**src/rtl/burst_rd_ctrl_if.sv**
```systemverilog
// rtl/burst_rd_ctrl_if.sv - request, device and response channels of the burst read controller
interface burst_rd_ctrl_if #(
    parameter int DATA_WIDTH = 64,
    parameter int ADDR_WIDTH = 20,
    parameter int LEN_WIDTH  = 3
);
    localparam int BEN_WIDTH = DATA_WIDTH / 8;

    logic [ADDR_WIDTH-1:0] req_addr;
    logic [LEN_WIDTH-1:0]  req_len;
    logic [1:0]            req_size;
    logic                  req_vld;
    logic                  req_rdy;
    logic                  dev_req;
    logic [ADDR_WIDTH-1:0] dev_addr;
    logic                  dev_ack;
    logic [DATA_WIDTH-1:0] dev_data;
    logic                  rsp_vld;
    logic                  rsp_rdy;
    logic [DATA_WIDTH-1:0] rsp_data;
    logic [BEN_WIDTH-1:0]  rsp_ben;
    logic                  rsp_last;

    modport slave (
        input  req_addr, req_len, req_size, req_vld, dev_ack, dev_data, rsp_rdy,
        output req_rdy, dev_req, dev_addr, rsp_vld, rsp_data, rsp_ben, rsp_last
    );

    modport master (
        output req_addr, req_len, req_size, req_vld, dev_ack, dev_data, rsp_rdy,
        input  req_rdy, dev_req, dev_addr, rsp_vld, rsp_data, rsp_ben, rsp_last
    );
endinterface

```
**src/rtl/burst_rd_ctrl.sv**
```systemverilog
// rtl/burst_rd_ctrl.sv - burst read sequencer: one device read per beat, 2-entry return FIFO
module burst_rd_ctrl #(
    parameter int DATA_WIDTH = 64,
    parameter int ADDR_WIDTH = 20,
    parameter int LEN_WIDTH  = 3
) (
    input  logic               clk,
    input  logic               rst,
    burst_rd_ctrl_if.slave     bus
);
    localparam int BEN_WIDTH = DATA_WIDTH / 8;
    localparam int CW        = LEN_WIDTH + 1;
    localparam logic [1:0] MAX_SIZE = 2'($clog2(BEN_WIDTH));

    typedef enum logic {IDLE, BUSY} state_t;

    state_t                state_q, state_d;
    logic [ADDR_WIDTH-1:0] base_q;
    logic [LEN_WIDTH-1:0]  len_q;
    logic [1:0]            size_q;
    logic [CW-1:0]         dev_cnt_q, rsp_cnt_q;
    logic [DATA_WIDTH-1:0] mem_q [2];
    logic                  wr_ptr_q, rd_ptr_q;
    logic [1:0]            fifo_cnt_q;

    logic                  accept, push, pop;
    logic                  req_rdy, dev_req, rsp_vld, rsp_last;
    logic [1:0]            req_eff;
    logic [ADDR_WIDTH-1:0] req_base, beat_addr;
    logic [BEN_WIDTH-1:0]  rsp_ben;
    int                    lane_off, lane_cnt;

    assign req_eff   = (bus.req_size > MAX_SIZE) ? MAX_SIZE : bus.req_size;
    assign req_base  = (bus.req_addr >> req_eff) << req_eff;
    assign beat_addr = base_q + (ADDR_WIDTH'(rsp_cnt_q) << size_q);

    assign rsp_vld  = (fifo_cnt_q != 2'd0);
    assign rsp_last = rsp_vld && (rsp_cnt_q == {1'b0, len_q});
    assign push     = dev_req && bus.dev_ack;
    assign pop      = rsp_vld && bus.rsp_rdy;

    always_ff @(posedge clk or posedge rst) begin
        if (rst) state_q <= IDLE;
        else     state_q <= state_d;
    end

    always_comb begin
        state_d = state_q;
        req_rdy = 1'b0;
        accept  = 1'b0;
        dev_req = 1'b0;
        case (state_q)
            IDLE: begin
                req_rdy = 1'b1;
                accept  = bus.req_vld;
                if (accept) state_d = BUSY;
            end
            BUSY: begin
                dev_req = (dev_cnt_q <= {1'b0, len_q}) && (fifo_cnt_q != 2'd2);
                if (pop && rsp_last) state_d = IDLE;
            end
            default: state_d = IDLE;
        endcase
    end

    // Base and step are both multiples of the beat size, so the lane offset is already aligned.
    always_comb begin
        rsp_ben  = '0;
        lane_off = int'(beat_addr & ADDR_WIDTH'(BEN_WIDTH - 1));
        lane_cnt = 1 << size_q;
        for (int i = 0; i < BEN_WIDTH; i++)
            rsp_ben[i] = rsp_vld && (i >= lane_off) && (i < lane_off + lane_cnt);
    end

    always_ff @(posedge clk or posedge rst) begin
        if (rst) begin
            base_q     <= '0;
            len_q      <= '0;
            size_q     <= '0;
            dev_cnt_q  <= '0;
            rsp_cnt_q  <= '0;
            mem_q[0]   <= '0;
            mem_q[1]   <= '0;
            wr_ptr_q   <= 1'b0;
            rd_ptr_q   <= 1'b0;
            fifo_cnt_q <= '0;
        end else if (accept) begin
            base_q     <= req_base;
            len_q      <= bus.req_len;
            size_q     <= req_eff;
            dev_cnt_q  <= '0;
            rsp_cnt_q  <= '0;
            wr_ptr_q   <= 1'b0;
            rd_ptr_q   <= 1'b0;
            fifo_cnt_q <= '0;
        end else begin
            if (push) begin
                mem_q[wr_ptr_q] <= bus.dev_data;
                wr_ptr_q        <= ~wr_ptr_q;
                dev_cnt_q       <= dev_cnt_q + 1'b1;
            end
            if (pop) begin
                rd_ptr_q  <= ~rd_ptr_q;
                rsp_cnt_q <= rsp_cnt_q + 1'b1;
            end
            case ({push, pop})
                2'b10:   fifo_cnt_q <= fifo_cnt_q + 2'd1;
                2'b01:   fifo_cnt_q <= fifo_cnt_q - 2'd1;
                default: fifo_cnt_q <= fifo_cnt_q;
            endcase
        end
    end

    assign bus.req_rdy  = req_rdy;
    assign bus.dev_req  = dev_req;
    assign bus.dev_addr = base_q + (ADDR_WIDTH'(dev_cnt_q) << size_q);
    assign bus.rsp_vld  = rsp_vld;
    assign bus.rsp_data = mem_q[rd_ptr_q];
    assign bus.rsp_ben  = rsp_ben;
    assign bus.rsp_last = rsp_last;
endmodule

```
**src/flat_wrapper.sv**
```systemverilog
// flat-port wrapper written by rule: the top's interface ports become plain ports
module burst_rd_ctrl_flat 
#(
    parameter int DATA_WIDTH = 64,
    parameter int ADDR_WIDTH = 20,
    parameter int LEN_WIDTH  = 3
)
  (clk, rst, bus_req_addr, bus_req_len, bus_req_size, bus_req_vld, bus_dev_ack, bus_dev_data, bus_rsp_rdy, bus_req_rdy, bus_dev_req, bus_dev_addr, bus_rsp_vld, bus_rsp_data, bus_rsp_ben, bus_rsp_last);
  burst_rd_ctrl_if #(.DATA_WIDTH(DATA_WIDTH), .ADDR_WIDTH(ADDR_WIDTH), .LEN_WIDTH(LEN_WIDTH)) bus_i ();
  input  logic clk;
  input  logic rst;
  input wire logic [$bits(bus_i.req_addr)-1:0] bus_req_addr;
  input wire logic [$bits(bus_i.req_len)-1:0] bus_req_len;
  input wire logic [$bits(bus_i.req_size)-1:0] bus_req_size;
  input wire logic [$bits(bus_i.req_vld)-1:0] bus_req_vld;
  input wire logic [$bits(bus_i.dev_ack)-1:0] bus_dev_ack;
  input wire logic [$bits(bus_i.dev_data)-1:0] bus_dev_data;
  input wire logic [$bits(bus_i.rsp_rdy)-1:0] bus_rsp_rdy;
  output wire logic [$bits(bus_i.req_rdy)-1:0] bus_req_rdy;
  output wire logic [$bits(bus_i.dev_req)-1:0] bus_dev_req;
  output wire logic [$bits(bus_i.dev_addr)-1:0] bus_dev_addr;
  output wire logic [$bits(bus_i.rsp_vld)-1:0] bus_rsp_vld;
  output wire logic [$bits(bus_i.rsp_data)-1:0] bus_rsp_data;
  output wire logic [$bits(bus_i.rsp_ben)-1:0] bus_rsp_ben;
  output wire logic [$bits(bus_i.rsp_last)-1:0] bus_rsp_last;
  assign bus_i.req_addr = bus_req_addr;
  assign bus_i.req_len = bus_req_len;
  assign bus_i.req_size = bus_req_size;
  assign bus_i.req_vld = bus_req_vld;
  assign bus_i.dev_ack = bus_dev_ack;
  assign bus_i.dev_data = bus_dev_data;
  assign bus_i.rsp_rdy = bus_rsp_rdy;
  assign bus_req_rdy = bus_i.req_rdy;
  assign bus_dev_req = bus_i.dev_req;
  assign bus_dev_addr = bus_i.dev_addr;
  assign bus_rsp_vld = bus_i.rsp_vld;
  assign bus_rsp_data = bus_i.rsp_data;
  assign bus_rsp_ben = bus_i.rsp_ben;
  assign bus_rsp_last = bus_i.rsp_last;
  burst_rd_ctrl #(.DATA_WIDTH(DATA_WIDTH), .ADDR_WIDTH(ADDR_WIDTH), .LEN_WIDTH(LEN_WIDTH)) u_core (.clk(clk), .rst(rst), .bus(bus_i));
endmodule
```
**config.mk**
```make
export PLATFORM = sky130hd
export DESIGN_NAME = burst_rd_ctrl_flat
export DESIGN_NICKNAME = d
export VERILOG_FILES = /design/src/rtl/burst_rd_ctrl_if.sv /design/src/rtl/burst_rd_ctrl.sv /design/src/flat_wrapper.sv
export SDC_FILE = /design/constraint.sdc
export NUM_CORES = 1
export LEC_CHECK = 0
export ABC_CLOCK_PERIOD_IN_PS = 5900
export CAP_MARGIN = 20
export CORE_ASPECT_RATIO = 1.1
export CORE_MARGIN = 2
export CORE_UTILIZATION = 40
export DETAILED_ROUTE_END_ITERATION = 12
export PLACE_DENSITY = 0.74
export SKIP_CTS_REPAIR_TIMING = 1
export SLEW_MARGIN = 40
export SYNTH_ARGS = -nofsm -noshare
export SYNTH_HDL_FRONTEND = slang
export SYNTH_SLANG_ARGS = --single-unit
```
**constraint.sdc**
```tcl
create_clock -name clk -period 5.9 [get_ports clk]
set_input_delay 0.885 -clock clk [delete_from_list [all_inputs] [get_ports clk]]
set_output_delay 0.885 -clock clk [all_outputs]
set_load 0.05 [all_outputs]
```
Word level (Yosys, flattened, before mapping):

Index checks and enable logic that the tools add are counted.

* output and inout bits: 96
* word-level logic and storage cells: 104
* register bits after elaboration: 166

* eq/ne operators: 4
* order comparisons: 21
* add/subtract/negate cells: 7
* bitwise logic cells: 6
* reduce and logical (&&, ||, !) cells: 27
* shift operators: 5
* mux-type cells: 23

Operators with widths (count)
* two-way mux 64 bit: 4
* bitwise mux 128 bit: 1
* < comparator 4 x 32 -> 1 bit, first input constant: 4
* demux 64 bit (select 1 bit): 1
* < comparator 3 x 32 -> 1 bit, first input constant: 2
* adder 4 x 32 -> 32 bit: 1
* < comparator 1 x 32 -> 1 bit, first input constant: 1
* < comparator 2 x 32 -> 1 bit, first input constant: 1
* left shift 1 x 2 -> 32 bit, first input constant: 1
* logical AND 1 bit: 22
* adder 20 bit: 1
* left shift 20 x 2 -> 20 bit: 1
* left shift 4 x 2 -> 20 bit: 1
* >> shifter 20 x 2 -> 20 bit: 1
* two-way mux 4 bit: 4
* greater-or-equal comparator 3 bit, first input constant: 4
* two-way mux 1 bit: 9
* adder 4 x 1 -> 4 bit, second input constant: 2
* greater-or-equal comparator 1 x 3 -> 1 bit, first input constant: 2
* greater-or-equal comparator 2 x 3 -> 1 bit, first input constant: 2
* nonzero test 2 bit: 3
* == test 4 x 3 -> 1 bit: 1
* greater-or-equal comparator 2 bit, second input constant: 2
* <= comparator 4 x 3 -> 1 bit: 1
* other kinds (16): 21

Depth between registers and ports, before layout:

* depth in word-level cells: 7
* gate-level depth with buffers: 16
* mapped depth without buffers: 14

Least setup slack after synthesis:

Ideal clock, no wire load.

* kind: register -> output
* start point: register u_core.size_q[1]
* end point: output port bus_rsp_ben[2]
* path slack: 0.624 ns
* path buffers: 2
* stages on the path, launching flop included: 17
* data arrival time: 4.391 ns
* cells stage by stage: dfrtp_1 -> buf_4 -> clkbuf_1 -> nor2_1 -> and2_1 -> ha_1 -> fa_1 -> xnor2_1 -> xor2_1 -> inv_1 -> ha_1 -> inv_1 -> nor3b_1 -> and2b_1 -> a31oi_1 -> o221ai_2 -> a221oi_1

* longest elaborated chain between the ends: 5
* elaborated cells on any way between the ends: 8

Ends and longest elaborated chain
* from (decl): line burst_rd_ctrl.sv:20 `logic [1:0] size_q;`
* from (signal assigned): line burst_rd_ctrl.sv:90 `size_q <= req_eff;`
* left shift 4 x 2 -> 3 bit: line burst_rd_ctrl.sv:35 `assign beat_addr = base_q + (ADDR_WIDTH'(rsp_cnt_q) << size_q);`
* adder 3 bit: line burst_rd_ctrl.sv:35
* adder 4 x 32 -> 32 bit / greater-or-equal comparator 2 x 3 -> 1 bit (equally long branches): line burst_rd_ctrl.sv:72 `rsp_ben[i] = rsp_vld && (i >= lane_off) && (i < lane_off + lane_cnt);`
* < comparator 3 x 32 -> 1 bit / logical AND 1 bit (equally long branches): line burst_rd_ctrl.sv:72
* logical AND 1 bit *: line burst_rd_ctrl.sv:72
* to (decl): line flat_wrapper.sv:24 `output wire logic [$bits(bus_i.rsp_ben)-1:0] bus_rsp_ben;`

Mark *: on every way between the ends. The rest lies on a longest branch, timed or not.

Worst setup path after layout:

* start point: register u_core.rsp_cnt_q[0]
* end point: output port bus_rsp_ben[2]

* longest elaborated chain between the ends: 5
* elaborated cells on any way between the ends: 7

Ends and longest elaborated chain
* from (decl): line burst_rd_ctrl.sv:21 `logic [CW-1:0] dev_cnt_q, rsp_cnt_q;`
* from (signal assigned): line burst_rd_ctrl.sv:104 `rsp_cnt_q <= rsp_cnt_q + 1'b1;`
* left shift 4 x 2 -> 3 bit *: line burst_rd_ctrl.sv:35
* adder 3 bit *: line burst_rd_ctrl.sv:35
* adder 4 x 32 -> 32 bit / greater-or-equal comparator 2 x 3 -> 1 bit (equally long branches): line burst_rd_ctrl.sv:72
* < comparator 3 x 32 -> 1 bit / logical AND 1 bit (equally long branches): line burst_rd_ctrl.sv:72
* logical AND 1 bit *: line burst_rd_ctrl.sv:72

Marks and branches as above.

==> impl_metrics.csv <==
group,metric,value,unit
run_status,status,"finished, final reports clean",
placement,port_buffers,189,
final_layout,diodes,0,
worst_setup_path,slowest_stage,"clkdlybuf4s50_1",
yosys,synth_simple_gate_area_share,0.0838,
run,maxCapViolations,0,
timing,worst_pin_slew,0.773,ns
routing,drt_iter0_drc,172,
routing,wl,17800,microns
placement,hpwl,12300,microns
clocking,clock-sinks,166,
clocking,clk_latency,0.43,ns
yosys,synthXorXnorAreaFrac,0.0341,
routing,dr.pass1.iters,4,
clocking,cts_max_path_buffers,2,
worst_setup_path,critPathArrivalTime,4.60,ns
placement,place_ws,0.713,ns
die,die_area,0.0217,sq mm
yosys,synth_edf_count,0,
yosys,syn_nets,783,
clocking,cts-buffers-inserted,17,
yosys,synth_compound_area_frac,0.0414,
worst_setup_path,critPathMaxStageDelay,0.84,ns
clocking,htree_levels,4,
timing,slew_violations,0,
worst_setup_path,crit_type,"reg -> out",
worst_setup_path,cp_cell_sequence,"and2_1 -> ha_1 -> fa_1 -> xnor2_1 -> xor2_1 -> inv_1 -> ha_1 -> inv_1 -> nor3b_1 -> and2b_1 -> a31oi_1 -> o221ai_2 -> a221oi_1 -> clkdlybuf4s50_1",
yosys,synthArstFlopShare,1.00,
hold_path,holdCritPathClass,"reg -> reg",
yosys,synth_top_family_by_area,"multiplexers",
yosys,synthMuxAreaShare,0.272,
final_layout,fin_nets,969,
yosys,synthesis.area,0.00823,sq mm
grt,grt_pass1_vias,5941,
final_layout,layoutNonFillerInstCount,1124,
die,die_w,141,microns
routing,vias,5627,
final_layout,syn_to_final_growth,33.5,%
yosys,post_synth.cell_area_avg,12.3,sq um
grt,grt_overflow_total,0,
placement,place.gp.congestion,0.821,
timing,slew_headroom,0.483,
yosys,synthFlopType,"dfrtp_1",
routing,drc,0,
clocking,cts_tree,"yes",
die,coreArea,0.0204,sq mm
worst_setup_path,worstSetupStartpointType,"flop",
timing,grt_setup_unrepaired,"false",
yosys,synthAdderAreaFrac,0.0332,
routing,ant_nets,0,
grt,grt_pass1_wl,29900,microns
yosys,ys_types,51,
yosys,synth_cells,669,
die,io_pins,190,
routing,viasPerCell,5.01,
final_layout,final_cell_mix,"clkdlybuf4s50_1 (188), dfrtp_1 (165), mux2_2 (124)",
die,die_y,154,microns
clocking,clk_pin_slew,0.06,ns
final_layout,final_common_cell,"clkdlybuf4s50_1",
timing,layout_setup_ws,0.416,ns
routing,avgRoutedWirePerCell,15.9,microns
die,rows,55,
worst_setup_path,required,5.02,ns
timing,finalClockSkew,0.0109,ns
placement,placed_cells,1091,
final_layout,fin_util,0.539,
clocking,clockRootBuffer,"clkbuf_16",
final_layout,drive_gt1_frac,0.203,
yosys,ys_seq_elements,166,
grt,grt_use_total,0.170,
die,start_util,0.404,
grt,grt_max_degree,95,
timing,setup_tns,0,ns
yosys,synth_warnings,0,
yosys,ys_seq_area_frac,0.505,
timing,fmax,182,MHz
worst_setup_path,end_kind,"output port",
timing,hold_viol_final,0,
timing,setup_viol,0,
grt,antenna_found_initial,0,
timing,fin_crit_sh,0.930,
worst_setup_path,critPathMaxFanout,8,
timing,fin_crit,5.48,ns
-- worst paths after layout --
check | end | start | slack (ns) | cells past startpoint
max in group asynchronous | u_core.mem_q[9] | rst | 3.88 | 3
setup / recovery | bus_rsp_ben[2] | u_core.rsp_cnt_q[0] | 0.42 | 14
hold reg to reg | u_core.mem_q[89] | u_core.mem_q[89] | 0.48 | 1
min in group asynchronous | u_core.mem_q[30] | rst | 0.96 | 2
hold / removal | u_core.mem_q[89] | u_core.mem_q[89] | 0.48 | 1
setup reg to reg | u_core.mem_q[97] | u_core.dev_cnt_q[1] | 2.66 | 10
-- critical path: cells and delay by family, from the launching register on --
kind                       cells  cell delay (ns)
buffers and inverters          3             1.04
adders and majority gates      3             0.92
xor gates and xnor gates       2             0.72
AOI/OAI and AO/OA              3             0.62
DFF                            1             0.47
and+or+nand+nor                3             0.40
-- layout make-up --
type,instances,area (sq um)
sequential,166,4160
fill,1749,9390
multi-input combinational,451,3820
tap,256,320
clock inverter,15,193
clock buffer,17,425
timing repair buffer,198,1970
inverter,21,86.3
-- cells in the mapped netlist (2+ instances only) --
| master | number | share of area |
|---|---|---|
| dfrtp_1 | 166 | 0.51 |
| mux2_2 | 124 | 0.17 |
| nand2_1 | 86 | 0.039 |
| mux2_1 | 69 | 0.094 |
| nor2_1 | 28 | 0.013 |
| xnor2_1 | 23 | 0.024 |
| inv_1 | 20 | 0.0091 |
| ha_1 | 17 | 0.026 |
| clkbuf_1 | 15 | 0.0068 |
| o21ai_0 | 13 | 0.0079 |
| a21oi_1 | 10 | 0.0061 |
| buf_2 | 9 | 0.0055 |
| xor2_1 | 9 | 0.0096 |
| nor2b_1 | 7 | 0.0053 |
| buf_6 | 6 | 0.0082 |
| mux2i_1 | 6 | 0.0073 |
| nand4_1 | 6 | 0.0046 |
| o21a_1 | 5 | 0.0046 |
| nand3_1 | 4 | 0.0024 |
| a31oi_1 | 3 | 0.0023 |
| fa_1 | 3 | 0.0073 |
| or3_1 | 3 | 0.0023 |
| a211oi_1 | 2 | 0.0018 |
| a221oi_1 | 2 | 0.0021 |
| a22o_1 | 2 | 0.0021 |
| and2_1 | 2 | 0.0015 |
| and3_1 | 2 | 0.0015 |
| nand2b_1 | 2 | 0.0015 |
| nand3b_1 | 2 | 0.0018 |
| nor3_1 | 2 | 0.0012 |
-- stage by stage --
stage	area [sq um]	hold WS (ns)
finish	11000	0.481
global route	11000	0.499
CTS	11000	0.488
detailed placement	10300	0.471
global placement	10300	0.462
floorplan	8230	0.452
-- registers in the layout, summed over array words and instances, names as in the netlist --
register and count:
u_core.rsp_cnt_q 4, u_core.len_q 3, u_core.state_q 1, u_core.fifo_cnt_q 2, u_core.size_q 2, u_core.mem_q 128, u_core.rd_ptr_q 1, u_core.base_q 20
u_core.dev_cnt_q 4, u_core.wr_ptr_q 1
-- kinds of logic (layout without fill, tap and decap cells) --
group / count (synthesis) / count (layout)
AOI/OAI and AO/OA: 48 / 48
DFF: 166 / 166
and+or+nand+nor: 152 / 152
buffers and inverters: 52 / 251
muxes: 199 / 199
adders and majority gates: 20 / 20
xor gates and xnor gates: 32 / 32
-- layer usage --
metal  wire (microns)  track usage  share of wire  up-vias
met5                0            0              0        -
met4              175       0.0424         0.0098        0
met3             1470       0.0638          0.082       14
met2             8030        0.275           0.45      164
met1             8150        0.218           0.46     2768
li1                 -            -              -     2681
Power is left out: the tool's default activity adds up to more than one toggle a clock period on the data nets, which glitch-free logic cannot reach.
